$ cat config.mk
export PLATFORM = sky130hd
export DESIGN_NAME = debug_io_device
export DESIGN_NICKNAME = d
export VERILOG_FILES = /design/src/rtl/debug_io_device.sv
export SDC_FILE = /design/constraint.sdc
export NUM_CORES = 1
export LEC_CHECK = 0
export ABC_CLOCK_PERIOD_IN_PS = 4050
export CAP_MARGIN = 0
export CORE_MARGIN = 2
export CORE_UTILIZATION = 40
export CTS_BUF_LIST = sky130_fd_sc_hd__clkbuf_8
export CTS_CLUSTER_DIAMETER = 50
export DETAILED_ROUTE_END_ITERATION = 10
export PLACE_DENSITY = 0.71
export SYNTH_ARGS = -nofsm -noshare
export SYNTH_HDL_FRONTEND = slang
export SYNTH_SLANG_ARGS = --single-unit
export TNS_END_PERCENT = 5
$ cat constraint.sdc
create_clock -name clk -period 4.05 [get_ports clk]
set_input_delay 0.81 -clock clk [delete_from_list [all_inputs] [get_ports clk]]
set_output_delay 0.81 -clock clk [all_outputs]
set_load 0.01 [all_outputs]
$ cat src/rtl/debug_io_device.sv
// Debug I/O endpoint on the dbg membus: TX character FIFO, single-byte RX latch,
// and an exit sequencer that reports test completion once the TX FIFO has drained.
module debug_io_device #(
    parameter int unsigned DATA_WIDTH = 64,
    parameter int unsigned ADDR_WIDTH = 64,
    parameter int unsigned TX_DEPTH   = 16
) (
    input  logic                    clk,
    input  logic                    rst,
    input  logic                    bus_valid,
    output logic                    bus_ready,
    input  logic [ADDR_WIDTH-1:0]   bus_addr,
    input  logic                    bus_wen,
    input  logic [DATA_WIDTH-1:0]   bus_wdata,
    input  logic [DATA_WIDTH/8-1:0] bus_wmask,
    output logic                    bus_rvalid,
    output logic [DATA_WIDTH-1:0]   bus_rdata,
    output logic                    tx_valid,
    input  logic                    tx_ready,
    output logic [7:0]              tx_data,
    input  logic                    rx_valid,
    output logic                    rx_ready,
    input  logic [7:0]              rx_data,
    output logic                    test_done,
    output logic                    test_success,
    output logic [DATA_WIDTH-1:0]   exit_code
);
    localparam int unsigned PW = $clog2(TX_DEPTH);
    localparam logic [PW:0] DEPTH_CNT = (PW + 1)'(TX_DEPTH);

    typedef enum logic [1:0] {RUN, DRAIN, DONE} state_t;

    state_t          state;
    logic [7:0]      fifo [TX_DEPTH];
    logic [PW-1:0]   rd_ptr;
    logic [PW-1:0]   wr_ptr;
    logic [PW:0]     count;
    logic            rx_full;
    logic [7:0]      rx_byte;

    logic            fifo_full;
    logic            fifo_empty;
    logic            is_char;
    logic            accept;
    logic            push;
    logic            pop;
    logic            exit_cmd;
    logic            rx_pop;
    logic [DATA_WIDTH-1:0] read_word;
    logic            unused_bits;

    assign unused_bits = ^{bus_wmask, bus_addr[ADDR_WIDTH-1:4], bus_addr[2:0]};

    assign fifo_full  = (count == DEPTH_CNT);
    assign fifo_empty = (count == '0);
    assign is_char    = bus_wen && !bus_addr[3] && (bus_wdata[DATA_WIDTH-1 -: 20] == 20'h01010);

    assign bus_ready  = (state == RUN) && !(fifo_full && is_char);
    assign accept     = bus_valid && bus_ready;
    assign push       = accept && is_char;
    assign exit_cmd   = accept && bus_wen && !bus_addr[3] && !is_char && bus_wdata[0];
    assign rx_pop     = accept && !bus_wen && !bus_addr[3] && rx_full;

    // A DATA read emptying the latch lets a new byte be captured in the same cycle.
    assign rx_ready   = !rx_full || rx_pop;

    assign tx_valid   = !fifo_empty;
    assign tx_data    = fifo[rd_ptr];
    assign pop        = tx_valid && tx_ready;

    always_comb begin
        read_word = '0;
        if (bus_addr[3]) begin
            read_word[PW+8:8] = count;
            read_word[2]      = fifo_full;
            read_word[1]      = fifo_empty;
            read_word[0]      = rx_full;
        end else if (rx_full) begin
            read_word[7:0] = rx_byte;
        end
    end

    always_ff @(posedge clk) begin
        if (push)
            fifo[wr_ptr] <= bus_wdata[7:0];
    end

    always_ff @(posedge clk) begin
        if (!rst) begin
            state        <= RUN;
            rd_ptr       <= '0;
            wr_ptr       <= '0;
            count        <= '0;
            rx_full      <= 1'b0;
            rx_byte      <= '0;
            bus_rvalid   <= 1'b0;
            bus_rdata    <= '0;
            test_done    <= 1'b0;
            test_success <= 1'b0;
            exit_code    <= '0;
        end else begin
            bus_rvalid <= accept;
            bus_rdata  <= (accept && !bus_wen) ? read_word : '0;

            if (push)
                wr_ptr <= wr_ptr + 1'b1;
            if (pop)
                rd_ptr <= rd_ptr + 1'b1;
            count <= count + (PW + 1)'(push) - (PW + 1)'(pop);

            if (rx_valid && rx_ready) begin
                rx_full <= 1'b1;
                rx_byte <= rx_data;
            end else if (rx_pop) begin
                rx_full <= 1'b0;
            end

            case (state)
                RUN: begin
                    if (exit_cmd) begin
                        state        <= DRAIN;
                        exit_code    <= bus_wdata;
                        test_success <= (bus_wdata == DATA_WIDTH'(1));
                    end
                end
                DRAIN: begin
                    if (fifo_empty) begin
                        state     <= DONE;
                        test_done <= 1'b1;
                    end
                end
                default: state <= DONE;
            endcase
        end
    end
endmodule

Word level (Yosys, flattened, before mapping)
Memory sizes are Yosys's and may differ from the RTL's. A register that Yosys moved wholly into a read port is not among the register bits.
Cells that the tools add are included.
- bits in writable memories: 128
- bits in registers: 155
- word-level logic and storage cells: 70
- memories: 1
- latch bits: 0
- output and inout port bits: 142
- bits in read-only memories: 0
- memory list (memory ; depth ; width ; read ports ; clocked after Yosys merged registers in ; wr ports ; line ; text):
    fifo ; 16 ; 8 ; 1 ; 1 ; 1 ; 34 ; logic [7:0] fifo [TX_DEPTH];
- bitwise logic cells: 3
- mux-type cells: 11
- magnitude comparators: 0
- equality and inequality tests: 6
- $add $sub $neg: 4
- $mul: 0
- shift operators: 0
- div/mod/pow operators: 0
- reduce and logical (&&, ||, !) cells: 31
- operators with widths (kind ; count):
    64-bit by 1-bit == test with 1-bit output, second input constant ; 1
    20-bit by 13-bit == test with 1-bit output, second input constant ; 1
    1-bit logical AND ; 15
    4-bit by 1-bit adder with 4-bit output, second input constant ; 2
    4-bit two-way mux ; 2
    2-bit AND reduction ; 4
    1-bit zero test ; 6
    3-bit two-way mux ; 2
    5-bit by 1-bit adder with 5-bit output ; 1
    5-bit == test, second input constant ; 1
    5-bit zero test ; 1
    5-bit by 1-bit subtractor with 5-bit output ; 1
    1-bit two-way mux ; 4
    2-bit two-way mux ; 2
    2-bit inequality test, second input constant ; 2
    2-bit one-hot mux with 2 select lines ; 1
    4-bit OR reduction ; 1
    1-bit inverter ; 3
    3-bit AND reduction ; 1
    2-bit by 1-bit == test with 1-bit output, second input constant ; 1
    2-bit zero test ; 1
    2-bit nonzero test ; 1
    1-bit logical OR ; 1

Depth between registers and ports, before layout
Gate-level depths: netlist of the first run.
- depth after elaboration: 13
- gate-level depth with buffers: 17
- depth with buffers taken out: 15

Least setup slack after synthesis of the first run
Ideal clock, no wire load.
- path type: in2reg
- start: in bus_wdata[59]
- end: reg count[4]
- stages on the path: 15
- arrival: 3.268 ns
- setup slack: 0.661 ns
- library setup time: 0.121 ns
- data required time: 3.929 ns
- path through: nor4_1 and4_4 and3_1 buf_2 buf_4 inv_1 ha_1 inv_1 ha_1 inv_1 fa_1 nand2b_1 a21oi_1 o21ai_0 nor3b_1
- cells in the longest elaborated chain, start to end: 9
- ends and longest elaborated chain (what ; line ; text):
    from (decl) ; 14 ; input logic [DATA_WIDTH-1:0] bus_wdata,
    20-bit by 13-bit == test with 1-bit output (*) ; 56 ; assign is_char = bus_wen && !bus_addr[3] && (bus_wdata[DATA_WIDTH-1 -: 20] == 20'h01010);
    1-bit logical AND (*) ; 56 ;
    1-bit logical AND ; 58 ; assign bus_ready = (state == RUN) && !(fifo_full && is_char);
    1-bit zero test ; 58 ;
    1-bit logical AND ; 58 ;
    1-bit logical AND ; 59 ; assign accept = bus_valid && bus_ready;
    1-bit logical AND (*) ; 60 ; assign push = accept && is_char;
    5-bit by 1-bit adder with 5-bit output (*) ; 109 ; count <= count + (PW + 1)'(push) - (PW + 1)'(pop);
    5-bit by 1-bit subtractor with 5-bit output (*) ; 109 ;
    to (signal assigned) ; 109 ;
    to (decl) ; 37 ; logic [PW:0] count;
Mark *: on every way between the ends. The rest lies on a longest branch, timed or not.
A chain may end at the register's enable or synchronous reset.

Worst setup path after layout of the first run
- start: in bus_addr[3]
- end: out rx_ready
- cells in the longest elaborated chain, start to end: 11
- ends and longest elaborated chain (what ; line ; text):
    from (decl) ; 12 ; input logic [ADDR_WIDTH-1:0] bus_addr,
    1-bit zero test (*) ; 56, 62 ;
    1-bit logical AND (2 in series) ; 56 ;
    1-bit logical AND ; 58 ;
    1-bit zero test ; 58 ;
    1-bit logical AND ; 58 ;
    1-bit logical AND ; 59 ;
    1-bit logical AND ; 62 ; assign rx_pop = accept && !bus_wen && !bus_addr[3] && rx_full;
    1-bit logical AND (*) (2 in series) ; 62 ;
    1-bit logical OR (*) ; 65 ; assign rx_ready = !rx_full || rx_pop;
    to (decl) ; 22 ; output logic rx_ready,
Marks and branches as above.

==> flow_summary.yaml, run 1 <==
outcome:
  status: "completed"
critical_path:
  slowest_stage: "clkdlybuf4s50_1"
  arrival_ps: 2990
  cpMostUsedCell: "clkdlybuf4s50_1"
  worst-setup-path-type: "in2out"
  cp.required_ps: 3240
  cp-startpoint: "bus_addr[3]"
  critPathBufInv: 4
  path_max_fanout: 13
  rr_startpoint: "count[2]"
  r2r_slack_ps: 1010
  r2r_end: "count[4]"
  crit_path_max_incr_delay_ps: 580
  endpoint_kind: "primary output"
  cp_cell_sequence: "clkdlybuf4s50_1 -> buf_4 -> or4b_1 -> o21a_1 -> inv_2 -> clkdlybuf4s50_1"
  crit_family: "buffers and inverters"
  reg2reg_depth: 15
  start_kind: "input pin"
clocking:
  numCtsBuffers: 39
  clockBufferDepth: 3
  cts-root-buf: "clkbuf_8"
  postCtsHoldBufs: 0
  htreeDepth: 2
  cts_sinks: 236
  cts_tree: "done"
  cts.clk_slew.worst_paths_ps: 60
  clk_latency_ps: 520
  cts-resized-gates: 0
  cts_setup_buffers: 0
min_path:
  worstHoldPathCells: 2
  holdCritStartpoint: "exit_code[30]"
  whs_endpoint: "exit_code[30]"
  hp-class: "reg2reg"
sta:
  setup_viol: 0
  timing.hold.ws_ps: 454.2
  drv_slew: 0
  setup-tns-final_ps: 0
  fin_crit_sh_pct: 93.74
  relSlewSlack_pct: 48.41
  tightest_slew_ps: 766.8
  hold_violations: 0
  max_freq_mhz: 263.4
  fin_crit_ps: 3796
  rsz0062_at_grt: "no"
  skew_ps: 14.05
power_and_ir_drop:
  vdd_ir_drop_max_mv: 0.2456
  p_per_area_nw_per_um2: 442.5
  p_leak_nw: 4.530
yosys:
  syn-cell-area_um2: 9931
  ys.flop_type: "edfxtp_1"
  seq_area_frac_synth_pct: 60.48
  yosysWarnings: 0
  synth-seq-cells: 236
  synth_edf_count: 128
  syn_avg_cell_area_um2: 13.38
  ys_async_sr_fraction_pct: 0
  syn_inst: 742
  synthDistinctLibCells: 48
layout:
  final_cell_mix: "clkdlybuf4s50_1, nand2_1, edfxtp_1, dfxtp_1, mux2i_1"
  layout_commonest_cell: "clkdlybuf4s50_1"
  n_antenna_cell: 0
  finalNetCount: 1100
  areaGrowthSynthToFinish_pct: 26.34
  drive_above_1_share_pct: 8.884
  final_cell_count_no_fill: 1292
grt:
  grt_max_degree: 73
  antenna_found_initial: 0
  grt_usage_pct: 16.89
  grt_pass1_wl_um: 34000
  grt-ovfl-total: 0
  grt_pass1_vias: 6247
routing:
  detail-route-antenna-nets: 0
  drtPass1Iterations: 4
  drt_iter0_drc: 289
  drc: 0
  num_vias: 6262
  wl_per_cell_um: 17.34
  wl_um: 22410
  viasPerCell: 4.847
placement:
  gp_congestion: 0.7881
  dp_hpwl_um: 15200
  placed_cells: 1221
  port-buffer-count: 169
floorplan:
  start_util_pct: 40.83
  core_um2: 24320
  die_area_um2: 26100
  die_h_um: 161.6
  pin_count: 292
  die_x_um: 161.6
  rows: 57
job:
  drv_cap: 0
-- power breakdown --
part / leakage, nW / switching [mW] / total [mW] / internal (mW)
clock: 0.419 / 0.911 / 1.91 / 1.00
sequential: 2.03 / 0.0503 / 2.63 / 2.58
combinational: 2.09 / 0.473 / 1.01 / 0.534
total: 4.53 / 1.43 / 5.55 / 4.12
-- metrics by stage --
step | cell area [um2] | utilization (%) | worst slack [ps] | power, mW
floorplan | 10120 | - | 660.8 | 3.352
global placement | 11830 | 48.65 | 75.23 | 3.680
detailed placement | 11830 | 48.65 | 96.93 | 3.699
CTS | 12550 | 51.59 | 233.5 | 5.622
global route | 12550 | 51.59 | 162.7 | 5.815
finish | 12550 | 51.59 | 253.6 | 5.553
-- routing by layer --
metal,up-vias,GRT usage (%),share of wire [%]
li1,3022,-,-
met1,3003,20.68,42
met2,205,27.82,47
met3,32,6.420,9.2
met4,0,5.114,1.8
met5,-,0,0
-- tightest hold or removal path: cells and delay by family (launching register included) --
kind	cells	cell delay (ps)
flops	1	310
simple gates	1	50
mux	1	50
-- flip-flops by register name (all words and copies together) (netlist names), 2 cells and up, named ones only --
register   count
bus_rdata     13
count          5
state          2
exit_code     64
wr_ptr         4
fifo         128
rx_byte        8
rd_ptr         4
-- layout make-up --
type,count,area [um2]
Fill cell,2085,11770
Sequential cell,236,6006
Multi-Input combinational cell,451,3451
Timing Repair Buffer,193,1907
Clock buffer,41,564.3
Tap cell,324,405.4
Clock inverter,30,150.1
Inverter,17,63.81
-- cells in the mapped netlist (2+ instances only) --
library cell / n / area [um2]
a21oi_1: 18 / 90.09
and2_1: 8 / 50.05
and3_1: 25 / 156.4
buf_1: 3 / 11.26
buf_2: 3 / 15.01
buf_4: 52 / 390.4
buf_6: 8 / 90.09
clkbuf_1: 21 / 78.83
dfxtp_1: 108 / 2162
edfxtp_1: 128 / 3844
ha_1: 11 / 137.6
inv_1: 16 / 60.06
mux2i_1: 63 / 630.6
mux4_1: 32 / 840.8
mux4_2: 8 / 180.2
nand2_1: 133 / 499.2
nand2b_1: 3 / 18.77
nand3_1: 12 / 60.06
nand4_1: 6 / 37.54
nand4b_1: 2 / 17.52
nor2_1: 16 / 60.06
nor2b_1: 3 / 18.77
nor3_1: 5 / 25.02
nor4_1: 12 / 75.07
nor4b_1: 5 / 43.79
o21a_1: 3 / 22.52
o21ai_0: 11 / 55.05
o311ai_0: 2 / 17.52
o41ai_1: 2 / 17.52
xnor2_1: 3 / 26.28
xor2_1: 3 / 26.28
-- how the worst max path moves through the flow --
stage / to / slack, ps / depth (start not counted)
2_1_floorplan: count[4] / 660 / 15
3_3_place_gp: count[4] / 80 / 15
3_5_place_dp: count[4] / 100 / 15
4_1_cts: rx_ready / 230 / 6
5_1_grt: rx_ready / 160 / 6
6_report: rx_ready / 250 / 6
-- cell families after synthesis --
family	count (synthesis)	synth area share, %
simple gates	237	11.47
flops	236	60.48
buf+inv	105	6.741
mux	103	16.63
compound gates	42	2.533
fa+ha+maj	12	1.587
xor+xnor	6	0.5293
other cells	1	0.03776
Power figures use the tool's default switching activity.
==> inputs of run 2 (changes only) <==
--- a/config.mk
+++ b/config.mk
@@ -7,7 +7,7 @@
 export LEC_CHECK = 0
 export ABC_CLOCK_PERIOD_IN_PS = 4050
 export CAP_MARGIN = 0
-export CORE_MARGIN = 2
+export CORE_MARGIN = 3
 export CORE_UTILIZATION = 40
 export CTS_BUF_LIST = sky130_fd_sc_hd__clkbuf_8
 export CTS_CLUSTER_DIAMETER = 50
==> run 2 against run 1 <==
Compared with the run above: critical path depth down 2; wire length up 1.1%; utilization down 0.23 points; sequential share of layout area up 0.076 points; global-route usage down 0.092 points; combinational power about the same; critical endpoint is now tx_data[3].
==> flow_summary.yaml, run 2 (synthesized netlist as in run 1, its figures left out) <==
outcome:
  status: "completed"
power_and_ir_drop:
  swShare_pct: 25.47
  p_per_area_nw_per_um2: 438.5
  p_switching_mw: 1.399
  clockPowerShare_pct: 34.1
  seqPwrFrac_pct: 47.8
  p_leak_nw: 4.538
  p_int_mw: 4.094
  vdd_ir_drop_max_mv: 0.2362
  combinationalPowerShare_pct: 18.0
critical_path:
  crit_family: "multiplexers"
  worst-path-stages: 4
  path_max_fanout: 32
  cp_cell_sequence: "buf_4 -> mux4_1 -> mux4_2 -> clkdlybuf4s50_1"
  start_kind: "flop"
  reg2reg_depth: 15
  crit_path_max_incr_delay_ps: 680
  arrival_ps: 3030
  endpoint_kind: "primary output"
  worst-setup-path-type: "reg2out"
  critPathBufInv: 2
  slowest_stage: "mux4_1"
  cp.required_ps: 3240
clocking:
  cts-root-buf: "clkbuf_8"
  cts_setup_buffers: 0
  postCtsHoldBufs: 0
  htreeDepth: 2
  cts.clk_slew.worst_paths_ps: 60
  cts_tree: "done"
  numCtsBuffers: 38
  cts-resized-gates: 0
  clockBufferDepth: 3
  clk_latency_ps: 520
  cts_sinks: 236
sta:
  fin_crit_ps: 3836
  tightest_slew_ps: 1084
  skew_ps: 30.51
  setup_viol: 0
  rsz0062_at_grt: "no"
  setup-tns-final_ps: 0
  max_freq_mhz: 260.7
  drv_slew: 0
  hold_violations: 0
  timing.hold.ws_ps: 453.5
  relSlewSlack_pct: 26.71
  fin_crit_sh_pct: 94.72
min_path:
  hp-class: "reg2reg"
  worstHoldPathCells: 1
layout:
  areaGrowthSynthToFinish_pct: 26.14
  fill_cells: 2147
  final_core_util_pct: 51.36
  layout_commonest_cell: "clkdlybuf4s50_1"
  n_antenna_cell: 0
  finalNetCount: 1102
  top_regs: "fifo x128, exit_code x64, bus_rdata x13"
  max_flop_register: "fifo"
  drive_above_1_share_pct: 8.884
  final_cell_mix: "clkdlybuf4s50_1, nand2_1, edfxtp_1, dfxtp_1, mux2i_1"
  largest_reg_flops: 128
  final_cell_count_no_fill: 1292
grt:
  antenna_found_initial: 0
  grt-ovfl-total: 0
  top_usage_layer: "met2"
  grt_pass1_vias: 6400
  grt_pass1_wl_um: 34540
  gr-usage-met2_pct: 28.10
  grt_max_degree: 80
  grt_use_met1_pct: 20.14
  grtUsageMet3_pct: 6.924
  grt_usage_pct: 16.80
floorplan:
  die_x_um: 163.6
  core_um2: 24390
  pin_count: 292
  rows: 57
  die_h_um: 163.6
  die_area_um2: 26750
  start_util_pct: 40.72
routing:
  drc: 0
  wl_um: 22660
  detail-route-antenna-nets: 0
  num_vias: 6338
  drtPass1Iterations: 4
  viasPerCell: 4.906
  wl_per_cell_um: 17.54
  drt_iter0_drc: 325
placement:
  placed_cells: 1224
  dp_hpwl_um: 15860
  port-buffer-count: 169
  gp_congestion: 0.7800
job:
  drv_cap: 0
## run 2: cell types whose count changed in the layout (fill, tap and decap cells not counted), sizes merged
cell      delta
clkinvlp     -1
clkinv       -4
buf          +3
inv          +2
## run 2: per-layer routing
layer,vias to the layer above,part of all wire (%)
met5,-,0
met4,0,1.9
met3,35,10
met2,234,49
met1,3046,39
li1,3023,-
## run 2: through the flow
step / setup slack [ps] / total power, mW / cell area, um2
3_5_place_dp: 79.82 / 3.677 / 11830
3_3_place_gp: 96.18 / 3.661 / 11830
5_1_grt: 122.8 / 5.753 / 12530
2_1_floorplan: 660.8 / 3.352 / 10120
4_1_cts: 144.7 / 5.564 / 12530
6_report: 213.7 / 5.493 / 12530
## run 2: worst paths after layout
check,startpoint,end,slack [ps]
min,rx_byte[3],bus_rdata[3],450
min reg2reg,rx_byte[3],bus_rdata[3],450
max,flop,tx_data[3],210
max reg2reg,count[2],count[4],760
## run 2: power by group through the flow
stage          registers (mW)  logic, mW  clock network, mW
2_1_floorplan            2.68      0.673                  0
4_1_cts                  2.63       1.00               1.93
5_1_grt                  2.64       1.07               2.04
6_report                 2.63      0.990               1.87
3_3_place_gp             2.68      0.985                  0
3_5_place_dp             2.68      0.998                  0
## run 2: cell type report
cell class              count  area (um2)  share of cell area [%]
clock buffers              41       564.3                   4.505
well taps                 324       405.4                   3.236
flip-flops and latches    236        6006                   47.94
repair buffers            196        1904                   15.20
clock inverters            27       132.6                   1.059
multi-input cells         451        3451                   27.55
inverters                  17       63.81                  0.5094
==> RTL edit 1: new RTL, flow settings as in run 1 <==
Compare `count` against `DEPTH_CNT` with >= in place of ==.
--- a/src/rtl/debug_io_device.sv
+++ b/src/rtl/debug_io_device.sv
@@ -52,5 +52,5 @@
     assign unused_bits = ^{bus_wmask, bus_addr[ADDR_WIDTH-1:4], bus_addr[2:0]};
 
-    assign fifo_full  = (count == DEPTH_CNT);
+    assign fifo_full  = (count >= DEPTH_CNT);
     assign fifo_empty = (count == '0);
     assign is_char    = bus_wen && !bus_addr[3] && (bus_wdata[DATA_WIDTH-1 -: 20] == 20'h01010);
Function: no difference found for any inputs over 4 cycles, from zero or initial values and one cycle with rst low; that may be too few to reach the edited logic, so the function may still have changed.
==> RTL edit 1 against run 1 <==
- sequential share of layout area increased by 1.1 points
- synthesized area decreased by 3.5%
- synthesized cell count shrank 0.13%
- cell area fell by 2.2%
- setup slack improved by 78 ps
- routed wire length fell by 4.8%
- sequential cell count did not move
- total power is 2.3% higher
- clock skew grew 30 ps
- die area fell by 3.4%
- first-iteration DRC count grew 2.8%
- largest power group unchanged
==> RTL edit 1: results (changes against run 1) <==
[status]
status = finished, final reports clean

[final_layout]
fillers = 2076  ; -0.43%
diodes = 0  ; unchanged
fin_nets = 1097  ; -0.27%
final_layout_size_suffix_gt1_share_pct = 13.9  ; +5.0 points
final_cell_count_no_fill = 1283  ; -0.70%

[cts]
clkLatencyLatePin_ps = 560  ; +40 ps
numCtsBuffers = 40  ; +2.6%

[critical_path]
worstPathMaxFanout = 4  ; -9
r2r_start = count[4]$_SDFF_PN0_
arrival_ps = 2910  ; -80 ps

[power_and_ir_drop]
ir_drop_v = 0.000250  ; +1.7%
p_leak_nw = 4.34  ; -4.3%

[grt]
grtUsageTotal_pct = 16.7  ; -0.23 points
grt_pass1_wl_um = 33300  ; -2.0%
grtUsageMet1_pct = 20.4  ; -0.29 points
grt_pass1_vias = 6015  ; -3.7%
gr-usage-met3_pct = 6.43  ; about the same
met2_usage_pct = 27.6  ; -0.27 points
grt_max_degree = 118  ; +62%

[placed_design]
placedCellCount = 1212  ; -0.74%
place.gp.congestion = 0.761  ; -3.4%
place_hpwl_um = 15000  ; -1.3%

[min_path]
holdCritStartpoint = rx_byte[4]$_SDFFE_PN0P_

[drt]
drtIter0Drc = 297  ; +2.8%
dr.pass1.iters = 4  ; unchanged
wire_per_inst_um = 16.6  ; -4.2%

[logic_synthesis]
synth_edf_count = 128  ; unchanged
synth_top_cells_by_count = edfxtp_1, dfxtp_1, nand2_1
synth.area.top_cells = edfxtp_1, dfxtp_1, mux4_2
ys_types = 47  ; -2.1%
seq_area_frac_synth_pct = 62.7  ; +2.2 points

[timing]
finalClockSkew_ps = 43.9  ; +29.9 ps
relSlewSlack_pct = 48.9  ; +0.45 points

[RTL edit 1: changes by cell type in the layout (fill, tap and decap cells not counted), sizes merged, moves of 10 or more]
cell           run 1  this run
a21boi             0        11
a21oi             19         6
inv               33        23
mux2i             63         1
nand2            133        79
nand3             12        76
o21ai             11        66
[RTL edit 1: worst max-delay path, cell delays in order]
cell	delay [ps]
clkdlybuf4s50_1	480
nor4_2	310
buf_4	170
nand4_2	130
buf_4	200
nor2_1	170
a211oi_1	100
clkdlybuf4s50_1	540
[RTL edit 1: cell type report]
class                           count  area share [%]
Inverter                           13           0.397
Tap cell                          319            3.25
Clock inverter                     28            1.34
Clock buffer                       43            4.82
Sequential cell                   236            48.9
Timing Repair Buffer              200            15.9
Multi-Input combinational cell    444            25.4
[RTL edit 1: worst paths after layout]
check             depth (start not counted)                 endpoint  slack [ps]
hold / removal                            1  bus_rdata[4]$_SDFF_PP0_         450
setup / recovery                          8                bus_ready         330
setup reg to reg                         10      count[4]$_SDFF_PN0_         950
hold reg to reg                           1  bus_rdata[4]$_SDFF_PP0_         450
[RTL edit 1: layer usage]
layer | part of all wire [%] | wire, um
met5 | 0 | 0
met4 | 1.7 | 355
met3 | 9.1 | 1950
met2 | 48 | 10200
met1 | 41 | 8830
[RTL edit 1: where the power goes]
part,internal (mW),switching [mW],leakage [nW]
Sequential,2.59,0.0687,2.03
Combinational,0.561,0.465,1.90
Clock,1.06,0.943,0.411
[RTL edit 1: logic make-up (layout without fill, tap and decap cells)]
group | after synthesis | in the layout | share of synthesized area [%]
other | 1 | 51 | 0.0391
AOI/OAI and AO/OA | 90 | 90 | 5.25
DFF | 236 | 236 | 62.7
and+or+nand+nor | 242 | 242 | 13.3
adders and majority gates | 12 | 12 | 1.65
buffers and inverters | 111 | 284 | 6.83
muxes | 41 | 41 | 9.51
xor gates and xnor gates | 8 | 8 | 0.731
[RTL edit 1: through the flow]
stage	setup WS, ps	cell area (um2)	hold slack, ps
global route	257	12300	472
detailed placement	-92.7	11500	441
floorplan	371	9770	430
global placement	-9.60	11500	433
finish	331	12300	449
CTS	269	12300	450
==> RTL edit 2: new RTL, config.mk and constraints of run 1 <==
Without the edit above. The parameter `TX_DEPTH` goes from 16 to 8.
--- a/src/rtl/debug_io_device.sv
+++ b/src/rtl/debug_io_device.sv
@@ -4,5 +4,5 @@
     parameter int unsigned DATA_WIDTH = 64,
     parameter int unsigned ADDR_WIDTH = 64,
-    parameter int unsigned TX_DEPTH   = 16
+    parameter int unsigned TX_DEPTH   = 8
 ) (
     input  logic                    clk,
Function: same outputs for any inputs over 4 cycles, from zero or initial values and one cycle with rst low; that may be too few to reach the edited logic, so the function may still have changed.
==> RTL edit 2 against run 1 <==
- critical endpoint is now bus_ready
- largest cell class unchanged
- routed wire length down 31%
- worst hold slack improved by 4.9 ps
- core utilization up 2.6 points
- combinational power fell by 28%
- sequential cell count shrank 69
- non-clock buffer count decreased by 4
- synthesized area is 31% lower
- clock skew about the same
- highest routed layer unchanged
- total power shrank 32%
- setup slack better by 230 ps
- cell count is 21% lower
- cell area decreased by 28%
==> RTL edit 2: results (changes against run 1) <==
[final_layout]
fin_nets = 949  ; -14%
final_cell_count_no_fill = 1023  ; -21%
fillers = 1486  ; -29%
final_layout_size_suffix_gt1_share_pct = 10.5  ; +1.6 points
reg_top3 = exit_code: 64 flops, fifo: 64 flops, bus_rdata: 12 flops

[critical_path]
reg2reg_slack_ps = 1420  ; +410 ps
critPathLaunch = bus_wdata[58]
worstPathMaxFanout = 3  ; -10
rr_endpoint = count[2]$_SDFF_PN0_

[min_path]
holdCritStartpoint = rx_byte[7]$_SDFFE_PN0P_
min_to = bus_rdata[7]$_SDFF_PP0_
min_path_cells = 1  ; -1

[cts]
post_cts.repair.setup_buffers = 0  ; unchanged
clkLatencyLatePin_ps = 460  ; -60 ps
cts.clk_slew.worst_paths_ps = 90  ; +30 ps
htree_levels = 4  ; +2
numCtsBuffers = 17  ; -56%

[logic_synthesis]
ys_types = 44  ; -8.3%
synth_edf_count = 64  ; -50%
synth_top_cells_by_count = dfxtp_1, nand2_1, nand3_1
yosysTopAreaCell = dfxtp_1
syn_avg_cell_area_um2 = 11.0  ; -17%
synth.area.top_cells = dfxtp_1, edfxtp_1, buf_4
seq_area_frac_synth_pct = 57.9  ; -2.6 points

[status]
status = finished, final reports clean

[placed_design]
place.gp.congestion = 0.785  ; -0.41%
placedCellCount = 991  ; -19%
port_buffers = 168  ; -0.59%

[timing]
finalClockSkew_ps = 13.7  ; -0.308 ps
worstMarginPinSlew_ps = 767  ; -0.282 ps

[grt]
grt_pass1_vias = 4519  ; -28%
grtUsageTotal_pct = 17.0  ; +0.15 points
grt_max_degree = 82  ; +12%
grt_pass1_wl_um = 23800  ; -30%

[drt]
drtIter0Drc = 185  ; -36%
wire_per_inst_um = 15.1  ; -13%
via_per_inst = 4.68  ; -3.5%

[power_and_ir_drop]
p_int_mw = 2.76  ; -33%

RTL edit 2: power by group through the flow:
| stage | registers (mW) | logic, mW | clock network, mW |
|---|---|---|---|
| 2_1_floorplan | 1.87 | 0.488 | 0 |
| 3_3_place_gp | 1.89 | 0.726 | 0 |
| 3_5_place_dp | 1.89 | 0.736 | 0 |
| 4_1_cts | 1.85 | 0.740 | 1.25 |
| 5_1_grt | 1.86 | 0.814 | 1.31 |
| 6_report | 1.85 | 0.728 | 1.22 |
RTL edit 2: worst max-delay path by stage:
stage	endpoint	depth (start not counted)
after global routing	bus_ready	6
after floorplan	fifo[4][0]$_DFFE_PP_	6
final	bus_ready	6
after global placement	count[2]$_SDFF_PN0_	11
after detailed placement	count[2]$_SDFF_PN0_	11
after CTS	bus_ready	6
RTL edit 2: cell type report:
| class | count | share of cell area, % |
|---|---|---|
| clock inverter | 15 | 1.85 |
| multi-input combinational | 402 | 27.5 |
| sequential | 167 | 44.0 |
| tap | 220 | 3.04 |
| inverter | 13 | 0.539 |
| timing repair buffer | 189 | 20.4 |
| clock buffer | 17 | 2.59 |
RTL edit 2: logic make-up (layout without fill, tap and decap cells):
family,Yosys count,count (layout),synth area share [%]
adder cells (fa/ha/maj),9,9,1.75
multiplexers,33,33,7.86
other,1,52,0.0545
AND/OR/NAND/NOR,221,221,16.6
AO/OA/AOI/OAI,82,82,6.35
flip-flops,167,167,57.9
XOR/XNOR,5,5,0.637
buffers and inverters,105,234,8.82
RTL edit 2: per-stage QoR:
step / power (mW) / utilization, % / cell area [um2] / hold slack [ps] / worst slack, ps
floorplan: 2.36 / - / 7070 / 430 / 770
finish: 3.79 / 54.2 / 9050 / 459 / 482
global route: 3.99 / 54.2 / 9050 / 490 / 334
detailed placement: 2.62 / 51.8 / 8650 / 441 / 129
global placement: 2.61 / 51.8 / 8650 / 438 / 181
CTS: 3.84 / 54.2 / 9050 / 463 / 414
RTL edit 2: routing by layer:
metal,up-vias,GRT usage [%],wire [um]
li1,2427,-,-
met1,2208,20.4,6510
met2,130,28.5,7620
met3,18,5.76,1060
met4,0,6.54,284
met5,-,0,0
RTL edit 2: worst max-delay path: stages:
cell and delay (ps):
clkdlybuf4s50_1 430, nor4_2 440, nand3_1 220, nor2_1 230, a211oi_1 110, clkdlybuf4s50_1 520
